[config.mk]
export PLATFORM = sky130hd
export DESIGN_NAME = xge_rx_pkt_sink
export DESIGN_NICKNAME = d
export VERILOG_FILES = /design/src/rtl/xge_rx_pkt_sink.sv
export SDC_FILE = /design/constraint.sdc
export NUM_CORES = 1
export LEC_CHECK = 0
export BUFFER_PORTS_ARGS = -buffer_cell sky130_fd_sc_hd__buf_2
export CORE_MARGIN = 2
export CORE_UTILIZATION = 35
export CTS_CLUSTER_DIAMETER = 150
export DETAILED_ROUTE_END_ITERATION = 8
export PLACE_DENSITY = 0.54
export SYNTH_ARGS = -nofsm -noshare
export SYNTH_HDL_FRONTEND = slang
export SYNTH_SLANG_ARGS = --single-unit
[constraint.sdc]
create_clock -name clk_156m25 -period 7.65 [get_ports clk_156m25]
set_input_delay 1.1475 -clock clk_156m25 [delete_from_list [all_inputs] [get_ports clk_156m25]]
set_output_delay 1.1475 -clock clk_156m25 [all_outputs]
set_load 0.02 [all_outputs]
[src/rtl/xge_rx_pkt_sink.sv]
// rtl/xge_rx_pkt_sink.sv - RX packet sink: framing check, frame length, classification and statistics
// Optional frame sequence-number checking is built when XGE_RX_SINK_SEQ_CHK_EN is defined.
module xge_rx_pkt_sink #(
  parameter int CNT_W   = 32,
  parameter int MIN_LEN = 64,
  parameter int MAX_LEN = 1518
) (
  input  logic             clk_156m25,
  input  logic             reset_156m25,
  input  logic             enable,
  input  logic             clr_stats,
  input  logic             pkt_rx_avail,
  input  logic             pkt_rx_val,
  input  logic             pkt_rx_sop,
  input  logic             pkt_rx_eop,
  input  logic             pkt_rx_err,
  input  logic [2:0]       pkt_rx_mod,
  input  logic [63:0]      pkt_rx_data,
  output logic             pkt_rx_ren,
  output logic             pkt_done,
  output logic [15:0]      last_len,
  output logic [CNT_W-1:0] good_cnt,
  output logic [CNT_W-1:0] err_cnt,
  output logic [CNT_W-1:0] runt_cnt,
  output logic [CNT_W-1:0] giant_cnt,
  output logic [CNT_W-1:0] frm_err_cnt,
  output logic [CNT_W-1:0] seq_err_cnt,
  output logic [CNT_W-1:0] byte_cnt
);

  typedef enum logic {IDLE = 1'b0, IN_PKT = 1'b1} state_t;

  localparam logic [15:0] MIN_L = 16'(MIN_LEN);
  localparam logic [15:0] MAX_L = 16'(MAX_LEN);

  state_t      state, state_nxt;
  logic [15:0] wcnt, wcnt_nxt, words_fin;
  logic        complete, frm_err;
  logic [3:0]  tail_bytes;
  logic [19:0] len_wide;
  logic [15:0] frame_len;
  logic        unused_bits;

  function automatic logic [CNT_W-1:0] sat_inc(input logic [CNT_W-1:0] v);
    return (&v) ? v : v + CNT_W'(1);
  endfunction

  function automatic logic [CNT_W-1:0] sat_add(input logic [CNT_W-1:0] v, input logic [15:0] a);
    logic [CNT_W:0] s;
    s = {1'b0, v} + (CNT_W+1)'(a);
    return s[CNT_W] ? '1 : s[CNT_W-1:0];
  endfunction

  always_comb begin
    state_nxt = state;
    wcnt_nxt  = wcnt;
    words_fin = 16'd1;
    complete  = 1'b0;
    frm_err   = 1'b0;
    if (pkt_rx_val) begin
      case (state)
        IDLE: begin
          if (pkt_rx_sop) begin
            if (pkt_rx_eop) begin
              complete = 1'b1;
            end else begin
              state_nxt = IN_PKT;
              wcnt_nxt  = 16'd1;
            end
          end else begin
            frm_err = 1'b1;
          end
        end
        IN_PKT: begin
          // A SOP without a prior EOP abandons the open frame and starts a new one.
          if (pkt_rx_sop) begin
            frm_err  = 1'b1;
            wcnt_nxt = 16'd1;
            if (pkt_rx_eop) begin
              complete  = 1'b1;
              state_nxt = IDLE;
            end
          end else begin
            wcnt_nxt = (&wcnt) ? wcnt : wcnt + 16'd1;
            if (pkt_rx_eop) begin
              complete  = 1'b1;
              words_fin = wcnt_nxt;
              state_nxt = IDLE;
            end
          end
        end
        default: state_nxt = IDLE;
      endcase
    end
  end

  assign tail_bytes = (pkt_rx_mod == 3'd0) ? 4'd8 : {1'b0, pkt_rx_mod};
  assign len_wide   = {1'b0, words_fin, 3'b000} - 20'd8 + {16'd0, tail_bytes};
  assign frame_len  = (|len_wide[19:16]) ? 16'hFFFF : len_wide[15:0];
  assign unused_bits = ^pkt_rx_data;

  always_ff @(posedge clk_156m25) begin
    if (reset_156m25) begin
      state       <= IDLE;
      wcnt        <= 16'd0;
      pkt_rx_ren  <= 1'b0;
      pkt_done    <= 1'b0;
      last_len    <= 16'd0;
      good_cnt    <= '0;
      err_cnt     <= '0;
      runt_cnt    <= '0;
      giant_cnt   <= '0;
      frm_err_cnt <= '0;
      byte_cnt    <= '0;
    end else begin
      state      <= state_nxt;
      wcnt       <= wcnt_nxt;
      // Looking at the next state lets ren drop right after the EOP when enable is low.
      pkt_rx_ren <= (enable & pkt_rx_avail) | (state_nxt == IN_PKT);
      pkt_done   <= complete;
      if (complete) last_len <= frame_len;
      if (clr_stats) begin
        good_cnt    <= '0;
        err_cnt     <= '0;
        runt_cnt    <= '0;
        giant_cnt   <= '0;
        frm_err_cnt <= '0;
        byte_cnt    <= '0;
      end else begin
        if (frm_err) frm_err_cnt <= sat_inc(frm_err_cnt);
        if (complete) begin
          byte_cnt <= sat_add(byte_cnt, frame_len);
          if (pkt_rx_err)             err_cnt   <= sat_inc(err_cnt);
          else if (frame_len < MIN_L) runt_cnt  <= sat_inc(runt_cnt);
          else if (frame_len > MAX_L) giant_cnt <= sat_inc(giant_cnt);
          else                        good_cnt  <= sat_inc(good_cnt);
        end
      end
    end
  end

`ifdef XGE_RX_SINK_SEQ_CHK_EN
  logic [31:0] seq_rx, seq_exp, seq_cur;
  logic        seq_valid, second_word, seq_chk;

  assign second_word = pkt_rx_val & (state == IN_PKT) & ~pkt_rx_sop & (wcnt == 16'd1);
  assign seq_cur     = second_word ? pkt_rx_data[31:0] : seq_rx;
  // words_fin >= 2 guarantees word 1 of this very frame was captured.
  assign seq_chk     = complete & (words_fin >= 16'd2);

  always_ff @(posedge clk_156m25) begin
    if (reset_156m25) begin
      seq_rx      <= 32'd0;
      seq_exp     <= 32'd0;
      seq_valid   <= 1'b0;
      seq_err_cnt <= '0;
    end else begin
      if (second_word) seq_rx <= pkt_rx_data[31:0];
      if (clr_stats) begin
        seq_valid   <= 1'b0;
        seq_err_cnt <= '0;
      end else if (seq_chk) begin
        seq_valid <= 1'b1;
        seq_exp   <= seq_cur + 32'd1;
        if (seq_valid && (seq_cur != seq_exp)) seq_err_cnt <= sat_inc(seq_err_cnt);
      end
    end
  end
`else
  assign seq_err_cnt = '0;
`endif

endmodule

# After elaboration in Yosys (flattened, before gate mapping)
# Cells that the tools add are included.
[op_classes]
add_sub_neg = 9
n_lt_le_gt_ge = 2
n_eq_ne = 2
mux = 24
n_bitwise = 11
n_reduce_logical = 15
[ops]
columns = ["operator", "n"]
rows = [
  ["adder 32 x 1 -> 32 bit, second input constant", 5],
  ["AND reduction 32 bit", 5],
  ["two-way mux 16 bit", 9],
  ["adder 32 x 16 -> 33 bit", 1],
  ["two-way mux 32 bit", 1],
  ["case mux 16 bit (2 select lines)", 1],
  ["adder 20 x 4 -> 20 bit", 1],
  ["subtractor 19 x 4 -> 20 bit, second input constant", 1],
  ["adder 16 x 1 -> 16 bit, second input constant", 1],
  ["> comparator 16 x 11 -> 1 bit, second input constant", 1],
  ["< comparator 16 x 7 -> 1 bit, second input constant", 1],
  ["AND reduction 16 bit", 1],
  ["AND reduction 5 bit", 2],
  ["two-way mux 1 bit", 9],
  ["inverter 1 bit", 9],
  ["case mux 1 bit (2 select lines)", 3],
  ["AND reduction 3 bit", 2],
  ["two-way mux 4 bit", 1],
  ["!= test 2 bit, second input constant", 2],
  ["AND reduction 4 bit", 1],
  ["OR reduction 4 bit", 1],
  ["zero test 3 bit", 1],
  ["AND reduction 2 bit", 1],
  ["OR reduction 2 bit", 1],
  ["2 further kinds", 2],
]
[word_totals]
register_bits = 227
input_bits = 76
out_inout_bits = 242
word_cells = 74

# Depth between registers and ports, before layout
# Gate-level depths: netlist of run 1.
[logic_depth]
word_depth = 13
ltp_mapped = 35
depth_no_buf = 32

# Worst setup path after synthesis of run 1
# No wires, ideal clock.
[synth_path]
kind = "register -> register"
from = "register wcnt[0]"
to = "register byte_cnt[10]"
setup_ns = 0.132
arrival_time_ns = 6.968
t_required_ns = 7.518
path_slack_ns = 0.549
path_stages_with_launch = 32
path_buffers = 3
period_less_slack_ns = 7.101
path_cell_list = "dfxtp_1 -> ha_1 -> nand4_2 -> nor4_2 -> nor2_1 -> and3_1 -> xnor2_1 -> nand2b_1 -> ha_1 -> a21oi_1 -> o21ai_0 -> a21o_1 -> o31ai_1 -> o221a_2 -> o211ai_1 -> nor4_1 -> and2_1 -> clkbuf_1 -> clkbuf_1 -> nand2_1 -> ha_1 -> nor2b_1 -> o21ai_0 -> a21boi_0 -> o211ai_1 -> a31oi_1 -> a41oi_1 -> nand2b_1 -> a21o_1 -> a21oi_1 -> clkbuf_1 -> a21oi_1"
[synth_between]
elab_chain_len = 12
word_cells_on_any_way = 13
classes_between = "4 x add/sub; 7 x mux; 2 x reduce/logical"
[synth_lines]
columns = ["item", "line_no", "rtl"]
rows = [
  ["from (decl)", "37", "logic [15:0] wcnt, wcnt_nxt, words_fin;"],
  ["from (signal assigned)", "117", "wcnt <= wcnt_nxt;"],
  ["adder 16 x 1 -> 16 bit / AND reduction 16 bit (equally long branches)", "84", "wcnt_nxt = (&wcnt) ? wcnt : wcnt + 16'd1;"],
  ["two-way mux 16 bit *", "84", ""],
  ["two-way mux 16 bit *", "85", "if (pkt_rx_eop) begin"],
  ["two-way mux 16 bit *", "76", "if (pkt_rx_sop) begin"],
  ["two-way mux 16 bit *", "61", "case (state)"],
  ["two-way mux 16 bit *", "60", "if (pkt_rx_val) begin"],
  ["subtractor 19 x 4 -> 20 bit *", "98", "assign len_wide = {1'b0, words_fin, 3'b000} - 20'd8 + {16'd0, tail_bytes};"],
  ["adder 20 x 4 -> 20 bit *", "98", ""],
  ["OR reduction 4 bit *", "99", "assign frame_len = (|len_wide[19:16]) ? 16'hFFFF : len_wide[15:0];"],
  ["two-way mux 16 bit *", "99", ""],
  ["net frame_len[2]", "41", "logic [15:0] frame_len;"],
  ["adder 32 x 16 -> 33 bit *", "50", "s = {1'b0, v} + (CNT_W+1)'(a);"],
  ["two-way mux 32 bit *", "51", "return s[CNT_W] ? '1 : s[CNT_W-1:0];"],
  ["to (signal assigned)", "132", "byte_cnt <= sat_add(byte_cnt, frame_len);"],
  ["to (decl)", "28", "output logic [CNT_W-1:0] byte_cnt"],
]
# The timed path passes the listed nets; every way through them passes the cells marked *.
# A chain may end at the register's enable or synchronous reset.

# Worst setup path in the final report of run 1
[layout_path]
from = "register wcnt[0]"
to = "register byte_cnt[20]"
# Same word-level chain as after synthesis.

==> results of run 1 <==
==> flip-flops by register name (all words and copies together), names as in the netlist <==
| name | flops |
|---|---|
| frm_err_cnt | 32 |
| last_len | 16 |
| wcnt | 16 |
| state | 1 |
| err_cnt | 32 |
| good_cnt | 32 |
| byte_cnt | 32 |
| runt_cnt | 32 |
| pkt_done | 1 |
| giant_cnt | 32 |
| pkt_rx_ren | 1 |
==> stage by stage <==
stage / std cells / utilization [%] / cell area, µm²
2_1_floorplan: 1709 / - / 13400
3_3_place_gp: 2345 / 39.5 / 14800
3_5_place_dp: 2345 / 39.5 / 14800
4_1_cts: 2397 / 42.0 / 15700
5_1_grt: 2398 / 42.1 / 15800
6_report: 2398 / 42.1 / 15800
==> routing by layer <==
layer	up-vias	global-route usage [%]	part of all wire, %
li1	6439	-	-
met1	6095	26.1	47
met2	258	30.9	45
met3	54	3.85	5.7
met4	0	5.86	2.4
met5	-	0	0
==> where the power goes <==
| group | switching [W] | internal (W) | total (W) | leakage (nW) |
|---|---|---|---|---|
| combinational | 0.000168 | 0.0000682 | 0.000236 | 4.16 |
| sequential | 0.00000616 | 0.00119 | 0.00120 | 1.83 |
| clock | 0.000526 | 0.000814 | 0.00134 | 0.455 |
| total | 0.000700 | 0.00207 | 0.00277 | 6.44 |
==> cell families after synthesis <==
family	synth area share [%]
simple gates	29.6
xor+xnor	5.94
fa+ha+maj	3.74
mux	3.24
other cells	0.0283
flops	34.3
buf+inv	6.23
compound gates	16.9
==> cells in the final DEF (no fill, tap or decap), types with 34 or more instances in the layout <==
cell type,Yosys,routed
and3_1,40,40
a21oi_1,109,107
nor3_1,44,42
nand3_1,72,72
dfxtp_1,227,227
mux2i_1,43,43
o21ai_0,66,64
or3_1,97,97
nand2_1,166,166
buf_2,16,221
ha_1,38,37
nor4_1,39,38
xnor2_1,34,34
nor2_1,144,141
buf_4,32,35
inv_1,51,51
nand4_1,42,42
xor2_1,56,56
==> how the worst min path moves through the flow <==
stage | slack (ps) | to | cells past startpoint
after floorplan | 500 | wcnt[13]$_SDFFE_PP0P_ | 2
final | 460 | last_len[2]$_SDFFE_PP0P_ | 2
after global routing | 480 | last_len[4]$_SDFFE_PP0P_ | 2
after global placement | 440 | last_len[5]$_SDFFE_PP0P_ | 2
after detailed placement | 450 | last_len[0]$_SDFFE_PP0P_ | 2
after CTS | 460 | last_len[2]$_SDFFE_PP0P_ | 2
==> area by class of cell <==
| cell class | instances | area share, % |
|---|---|---|
| antenna | 1 | 0.0159 |
| clock buffer | 42 | 5.03 |
| clock inverter | 10 | 0.793 |
| inverter | 51 | 1.21 |
| multi-input combinational | 1299 | 51.3 |
| sequential | 227 | 28.8 |
| tap | 511 | 4.05 |
| timing repair buffer | 257 | 8.80 |
==> critical path: cells and delay by family, from the launching register on <==
kind,cells,cell delay [ps]
AND/OR/NAND/NOR,13,2780
AO/OA/AOI/OAI,11,2220
adder cells (fa/ha/maj),4,1250
flip-flops,1,440
XOR/XNOR,1,120
buffers and inverters,1,60
==> impl_metrics.json, run 1 <==
{
  "status": "finished, final reports clean",
  "rrSetupSlack_ps": 590,
  "setup_tns_ps": 0,
  "multi_input_area_um2": 8100,
  "crit_path_end": "byte_cnt[20]$_SDFFE_PP0P_",
  "worstMarginPinSlew_ps": 905,
  "synth_area_leader_cell": "dfxtp_1",
  "power.density_nw_per_um2": 176,
  "finalSetupViolCount": 0,
  "cts_made_buffers": 28,
  "synth_cell_type_count": 71,
  "power_w": 0.00277,
  "fp.dieW_um": 199,
  "regArea_um2": 4540,
  "rows": 71,
  "vias_per_cell": 5.36,
  "antenna_found_initial": 2,
  "yosysWarnings": 0,
  "synthArstFlopShare_pct": 0,
  "max-vdd-ir-drop_mv": 0.167,
  "drive_gt1_share_pct": 17.7,
  "h-tree-depth": 1,
  "hold_violations": 0,
  "area_growth_pct": 19.0,
  "p_leak_nw": 6.44,
  "reg2reg_to": "byte_cnt[20]$_SDFFE_PP0P_",
  "rr_worst_depth": 30,
  "ys_top_cells_by_area": "dfxtp_1 34%, nand2_1 4.7%, or3_1 4.6%, a21oi_1 4.1%, nor2_1 4.1%",
  "yosysMostFrequentCell": "dfxtp_1",
  "ys.flop_type": "dfxtp_1",
  "relSlewSlack_pct": 39.7,
  "cp.required_ps": 8050,
  "cts.reportedPaths.clkPinSlew_ps": 60,
  "grt_pass1_vias": 11752,
  "cts_hold_buf": 0,
  "synth-seq-area-share_pct": 34.3,
  "synth.avg_cell_area_um2": 7.91,
  "whs_ps": 457,
  "timing.final.crit_share_pct": 92.3,
  "startpoint": "wcnt[0]$_SDFFE_PP0P_",
  "slowest_delay_ps": 490,
  "cts_setup_buffers": 0,
  "cts_resized": 0,
  "criticalPathCategory": "flop to flop",
  "drt_drc_violations_left": 0,
  "wl_per_cell_um": 16.4,
  "io_buffers": 221,
  "post-dp-hpwl_mm": 28.1,
  "core_um2": 37500,
  "synthCells": 1678,
  "vias": 12846,
  "dieArea_um2": 39500,
  "dr.pass1.iters": 5,
  "clock-root-buffer": "clkbuf_16",
  "drt_iter0_drc": 616,
  "grt_overflow": 0,
  "netlist_area_um2": 13300,
  "cts_tree": "done",
  "io_pins": 318,
  "fin_nets": 1979,
  "rsz0062_at_grt": "false",
  "place_congestion": 0.841,
  "cts.path.max_buffers": 3,
  "maxCapViolCount": 0,
  "min_from": "last_len[2]$_SDFFE_PP0P_",
  "fmax_mhz": 142,
  "holdCritPathClass": "flop to flop",
  "cp_max_fo": 10,
  "fin_crit_ps": 7060,
  "grt_pass1_wl_mm": 62.6,
  "clock-sinks": 227,
  "synth_seq_cells": 227,
  "crit_arrival_ps": 7460,
  "setup_ws_ps": 587,
  "die_h_um": 199,
  "synth_edf_count": 0,
  "grt_start_max_net_pins": 63,
  "drt-total-wl_mm": 39.2,
  "cp-end-kind": "flop",
  "num-fill-cells": 3913,
  "start_kind": "flop",
  "final_max_slew_viol_count": 0,
  "synthTopCellsByCount": "227 x dfxtp_1, 166 x nand2_1, 144 x nor2_1, 109 x a21oi_1, 97 x or3_1",
  "fin_worst_skew_ps": 11.3,
  "initial_core_util_pct": 35.4,
  "antenna_left": 0,
  "place_ws_ps": 283,
  "r2r_start": "wcnt[0]$_SDFFE_PP0P_",
  "synth_top_area_share_pct": 34.3,
  "gr-usage-all-layers_pct": 19.3,
  "insertion_delay_ps": 560,
  "crit_slowest_cell": "a221oi_1"
}
No activity file was read; power rests on OpenSTA's default activity.
==> run 2, diff against run 1 <==
==> constraint.sdc (replaced) <==
create_clock -name clk_156m25 -period 7.3 [get_ports clk_156m25]
set_input_delay 1.095 -clock clk_156m25 [delete_from_list [all_inputs] [get_ports clk_156m25]]
set_output_delay 1.095 -clock clk_156m25 [all_outputs]
set_load 0.02 [all_outputs]
==> run 2 against run 1 <==
Effect of this change: critical path depth up 4; non-clock buffer count up 19; largest cell class unchanged; via count increased by 1.3%; power up 6.3%.
==> impl_metrics.json, run 2 (synthesized netlist as in run 1, its figures left out) <==
{
  "status": "finished, final reports clean",
  "initial_core_util_pct": 35.4,
  "io_pins": 318,
  "regArea_um2": 4540,
  "whs_ps": 454,
  "grt_pass1_wl_mm": 62.9,
  "vias": 13016,
  "cts_made_buffers": 29,
  "vias_per_cell": 5.39,
  "fin_nets": 1999,
  "grt_pass1_vias": 11882,
  "crit_arrival_ps": 7200,
  "gr-usage-all-layers_pct": 19.4,
  "antenna_found_initial": 2,
  "cts.reportedPaths.clkPinSlew_ps": 60,
  "start_kind": "flop",
  "rsz0062_at_grt": "false",
  "drt_drc_violations_left": 0,
  "num-fill-cells": 3870,
  "die_h_um": 199,
  "power.density_nw_per_um2": 185,
  "fmax_mhz": 148,
  "stdcell_count": 2417,
  "maxCapViolCount": 0,
  "cts_tree": "done",
  "cts_hold_buf": 0,
  "clock-root-buffer": "clkbuf_16",
  "finalSetupViolCount": 0,
  "post-dp-hpwl_mm": 28.4,
  "dieArea_um2": 39500,
  "rows": 71,
  "final_max_slew_viol_count": 0,
  "fin_worst_skew_ps": 18.4,
  "cp.required_ps": 7770,
  "drive_gt1_share_pct": 18.7,
  "grt_overflow": 0,
  "timing.final.crit_share_pct": 92.2,
  "mostFrequentLayoutCell": "dfxtp_1",
  "crit_slowest_cell": "dfxtp_1",
  "core_um2": 37500,
  "area_growth_pct": 20.5,
  "setup_tns_ps": 0,
  "p_leak_nw": 6.56,
  "drt-total-wl_mm": 39.7,
  "io_buffers": 221,
  "multi_input_area_um2": 8120,
  "slowest_delay_ps": 340,
  "post-place-cells": 2362,
  "max-vdd-ir-drop_mv": 0.143,
  "hold_violations": 0,
  "fin_crit_ps": 6730,
  "drt_iter0_drc": 769,
  "layout_common_cells": "227 x dfxtp_1, 221 x buf_2, 166 x nand2_1",
  "grt_start_max_net_pins": 74,
  "antenna_left": 0,
  "place_congestion": 0.857,
  "cts.path.max_buffers": 3,
  "final_util_pct": 42.6,
  "relSlewSlack_pct": 40.7,
  "rr_worst_depth": 34,
  "clock-sinks": 227,
  "worstMarginPinSlew_ps": 890,
  "fp.dieW_um": 199,
  "criticalPathCategory": "flop to flop",
  "dr.pass1.iters": 5,
  "wl_per_cell_um": 16.4,
  "insertion_delay_ps": 580,
  "holdCritPathClass": "flop to flop",
  "cp-end-kind": "flop",
  "cp_max_fo": 6,
  "min_path_cells": 2,
  "h-tree-depth": 1
}
## run 2: changes by cell type in the layout (fill, tap and decap cells not counted), moves of 2 or more
| cell | before | now |
|---|---|---|
| clkbuf_8 | 2 | 7 |
| clkbuf_1 | 11 | 8 |
| clkinv_2 | 7 | 3 |
| nor2_2 | 2 | 0 |
| buf_4 | 35 | 54 |
## run 2: power breakdown
group          switching [W]  internal, W  total [W]
Combinational       0.000179    0.0000736   0.000253
Sequential        0.00000594      0.00125    0.00125
Clock               0.000571     0.000871    0.00144
Total               0.000756      0.00219    0.00295
## run 2: stage by stage
| stage | total power, W | setup WS [ps] | instance area (µm²) |
|---|---|---|---|
| finish | 0.00295 | 566 | 16000 |
| global route | 0.00307 | 11.2 | 16000 |
| CTS | 0.00299 | 203 | 15900 |
| detailed placement | 0.00153 | 207 | 14900 |
| global placement | 0.00153 | 347 | 14900 |
| floorplan | 0.00147 | 199 | 13400 |
## run 2: worst paths after layout
check	startpoint	end	slack [ps]
setup / recovery	wcnt[1]$_SDFFE_PP0P_	byte_cnt[0]$_SDFFE_PP0P_	570
hold / removal	last_len[0]$_SDFFE_PP0P_	last_len[0]$_SDFFE_PP0P_	450
hold reg to reg	last_len[0]$_SDFFE_PP0P_	last_len[0]$_SDFFE_PP0P_	450
setup reg to reg	wcnt[1]$_SDFFE_PP0P_	byte_cnt[0]$_SDFFE_PP0P_	570
## run 2: critical path: cells and delay by family, from the launching register on
kind | cells | cell delay, ps
AO/OA/AOI/OAI | 12 | 2340
XOR/XNOR | 1 | 190
buffers and inverters | 6 | 710
adder cells (fa/ha/maj) | 4 | 990
flip-flops | 1 | 340
AND/OR/NAND/NOR | 11 | 2060
## run 2: final cells by class
class / count / area share [%]
multi-input combinational: 1299 / 50.8
tap: 511 / 4.00
clock inverter: 7 / 0.642
antenna: 2 / 0.0313
sequential: 227 / 28.4
timing repair buffer: 276 / 9.58
clock buffer: 44 / 5.33
inverter: 51 / 1.20
## run 2: layer usage
metal  vias up  share of wire, %  track usage [%]
li1       6483                 -                -
met1      6139                46             26.2
met4         0               2.6             6.33
met2       330                45             31.0
met3        64               6.6             3.90
met5         -                 0                0
## run 2: what timing repair did
action / CTS / global route
endpoints found under the setup margin: 0 / 32
endpoints found under the hold margin: 0 / 0
gates resized for setup: 0 / 16
buffers inserted: 0 / 2
==> run 3, diff against run 2 <==
--- a/config.mk
+++ b/config.mk
@@ -5,12 +5,13 @@
 export SDC_FILE = /design/constraint.sdc
 export NUM_CORES = 1
 export LEC_CHECK = 0
-export BUFFER_PORTS_ARGS = -buffer_cell sky130_fd_sc_hd__buf_2
+export BUFFER_PORTS_ARGS = -buffer_cell sky130_fd_sc_hd__buf_4
 export CORE_MARGIN = 2
 export CORE_UTILIZATION = 35
 export CTS_CLUSTER_DIAMETER = 150
 export DETAILED_ROUTE_END_ITERATION = 8
 export PLACE_DENSITY = 0.54
+export SETUP_SLACK_MARGIN = 0.2
 export SYNTH_ARGS = -nofsm -noshare
 export SYNTH_HDL_FRONTEND = slang
 export SYNTH_SLANG_ARGS = --single-unit
==> constraint.sdc (replaced) <==
create_clock -name clk_156m25 -period 8.1 [get_ports clk_156m25]
set_input_delay 1.215 -clock clk_156m25 [delete_from_list [all_inputs] [get_ports clk_156m25]]
set_output_delay 1.215 -clock clk_156m25 [all_outputs]
set_load 0.02 [all_outputs]
==> run 3 against run 2 <==
Effect of this change: clock-buffer cell count is 3 higher; critical endpoint unchanged; routed wire length grew 0.50%; critical path type unchanged; clock power fell by 4%; worst hold slack better by 10 ps; utilization rose by 1.0 points; sequential power shrank 9.6%; die area did not move; largest cell class unchanged; global-route usage is 0.15 points higher; cell count down 1.2%.
==> impl_metrics.json, run 3 (synthesized netlist as in run 1, its figures left out) <==
{
  "status": "finished, final reports clean",
  "layout_common_cells": "245 x buf_4, 227 x dfxtp_1, 165 x nand2_1",
  "io_buffers": 221,
  "finalSetupViolCount": 0,
  "fin_worst_skew_ps": 11.3,
  "cts_made_buffers": 29,
  "io_pins": 318,
  "drt_drc_violations_left": 0,
  "clock-sinks": 227,
  "criticalPathCategory": "flop to flop",
  "dr.pass1.iters": 5,
  "slowest_delay_ps": 460,
  "maxCapViolCount": 0,
  "cts.reportedPaths.clkPinSlew_ps": 60,
  "wl_per_cell_um": 16.7,
  "place_congestion": 0.882,
  "vias_per_cell": 5.35,
  "rsz0062_at_grt": "false",
  "regArea_um2": 4540,
  "top_layer_used": "met4",
  "dieArea_um2": 39500,
  "initial_core_util_pct": 35.4,
  "start_kind": "flop",
  "vias": 12763,
  "final_cell_area_um2": 16400,
  "dr_wl_met3_mm": 2.28,
  "relSlewSlack_pct": 26.3,
  "antenna_found_initial": 0,
  "rows": 71,
  "stdcell_count": 2387,
  "p_leak_nw": 6.42,
  "post-place-cells": 2334,
  "fin_nets": 1969,
  "power.density_nw_per_um2": 167,
  "worstHoldEndpoint": "last_len[2]$_SDFFE_PP0P_",
  "drt_iter0_drc": 614,
  "num-fill-cells": 3857,
  "holdCritPathClass": "flop to flop",
  "insertion_delay_ps": 580,
  "rr_worst_depth": 34,
  "worstMarginPinSlew_ps": 1100,
  "gr-usage-all-layers_pct": 19.6,
  "h-tree-depth": 1,
  "grt_start_max_net_pins": 63,
  "setup_ws_ps": 731,
  "cts_tree": "done",
  "grt_pass1_wl_mm": 63.3,
  "place_ws_ps": 562,
  "cp_max_fo": 12,
  "postPlaceCellArea_um2": 15300,
  "reg2reg_to": "byte_cnt[0]$_SDFFE_PP0P_",
  "core_um2": 37500,
  "final_max_slew_viol_count": 0,
  "power_w": 0.00274,
  "min_from": "last_len[2]$_SDFFE_PP0P_",
  "fmax_mhz": 136,
  "drt-total-wl_mm": 39.9,
  "antenna_left": 0,
  "fin_crit_ps": 7370,
  "clock-root-buffer": "clkbuf_16",
  "mostFrequentLayoutCell": "buf_4",
  "multi_input_area_um2": 8100,
  "area_growth_pct": 23.4,
  "setup_tns_ps": 0,
  "wl_met2_mm": 17.7,
  "cts.path.max_buffers": 3,
  "hold_violations": 0,
  "post-dp-hpwl_mm": 28.3,
  "fp.dieW_um": 199,
  "min_path_cells": 2,
  "r2r_start": "wcnt[0]$_SDFFE_PP0P_",
  "crit_slowest_cell": "dfxtp_1",
  "rrSetupSlack_ps": 730,
  "cp-end-kind": "flop",
  "max-vdd-ir-drop_mv": 0.165,
  "die_h_um": 199,
  "antenna_cells": 0,
  "drive_gt1_share_pct": 17.6,
  "crit_arrival_ps": 7830,
  "grt_pass1_vias": 11792,
  "timing.final.crit_share_pct": 91.0,
  "cp.required_ps": 8560,
  "grt_overflow": 0,
  "m1WireLength_mm": 18.7
}
run 3: cell count changes in the layout (fill, tap and decap cells not counted), sizes merged:
cell	previous run	this run
buf	276	246
clkbuf	44	47
diode	2	0
bufinv	2	3
clkinv	3	2
clkinvlp	1	0
run 3: report_power, final:
part / switching, W / internal (W) / total, W
logic: 0.000160 / 0.0000683 / 0.000229
registers: 0.00000630 / 0.00113 / 0.00113
clock network: 0.000518 / 0.000862 / 0.00138
total: 0.000684 / 0.00206 / 0.00274
run 3: worst max-delay path: cells and delay by family, from the launching register on:
family          cells  cell delay, ps
fa+ha+maj           4            1100
buf+inv             5             610
flops               1             460
xor+xnor            1             180
compound gates     14            3020
simple gates       10            1890
run 3: worst max path at each step:
stage	from	endpoint	slack (ps)	cells after the start
final	wcnt[0]$_SDFFE_PP0P_	byte_cnt[0]$_SDFFE_PP0P_	730	34
after global routing	wcnt[1]$_SDFFE_PP0P_	byte_cnt[0]$_SDFFE_PP0P_	240	34
after CTS	wcnt[0]$_SDFFE_PP0P_	byte_cnt[22]$_SDFFE_PP0P_	500	30
after detailed placement	wcnt[0]$_SDFFE_PP0P_	byte_cnt[22]$_SDFFE_PP0P_	560	30
after global placement	wcnt[0]$_SDFFE_PP0P_	byte_cnt[20]$_SDFFE_PP0P_	670	30
after floorplan	pkt_rx_sop	byte_cnt[10]$_SDFFE_PP0P_	970	29
run 3: per-layer routing:
metal / GRT usage [%] / vias up
met5: 0 / -
met4: 6.14 / 0
met3: 3.73 / 60
met2: 31.3 / 274
met1: 26.6 / 6008
li1: - / 6421
run 3: layout make-up:
cell class / instances / share of cell area (%)
clock buffer: 47 / 5.58
clock inverter: 6 / 0.734
inverter: 51 / 1.17
multi-input combinational: 1299 / 49.5
sequential: 227 / 27.8
tap: 511 / 3.91
timing repair buffer: 246 / 11.4
run 3: what timing repair did:
item | CTS | global route
endpoints found under the hold margin | 0 | 0
setup endpoints to repair | 0 | 28
gates resized for setup | 0 | 10
hold buffers | 0 | 0
setup buffers | 0 | 0
run 3: metrics by stage:
stage	hold WS, ps	util, %
final	465	43.7
after global routing	489	43.7
after CTS	468	43.5
after detailed placement	452	40.8
after global placement	448	40.8
after floorplan	505	-
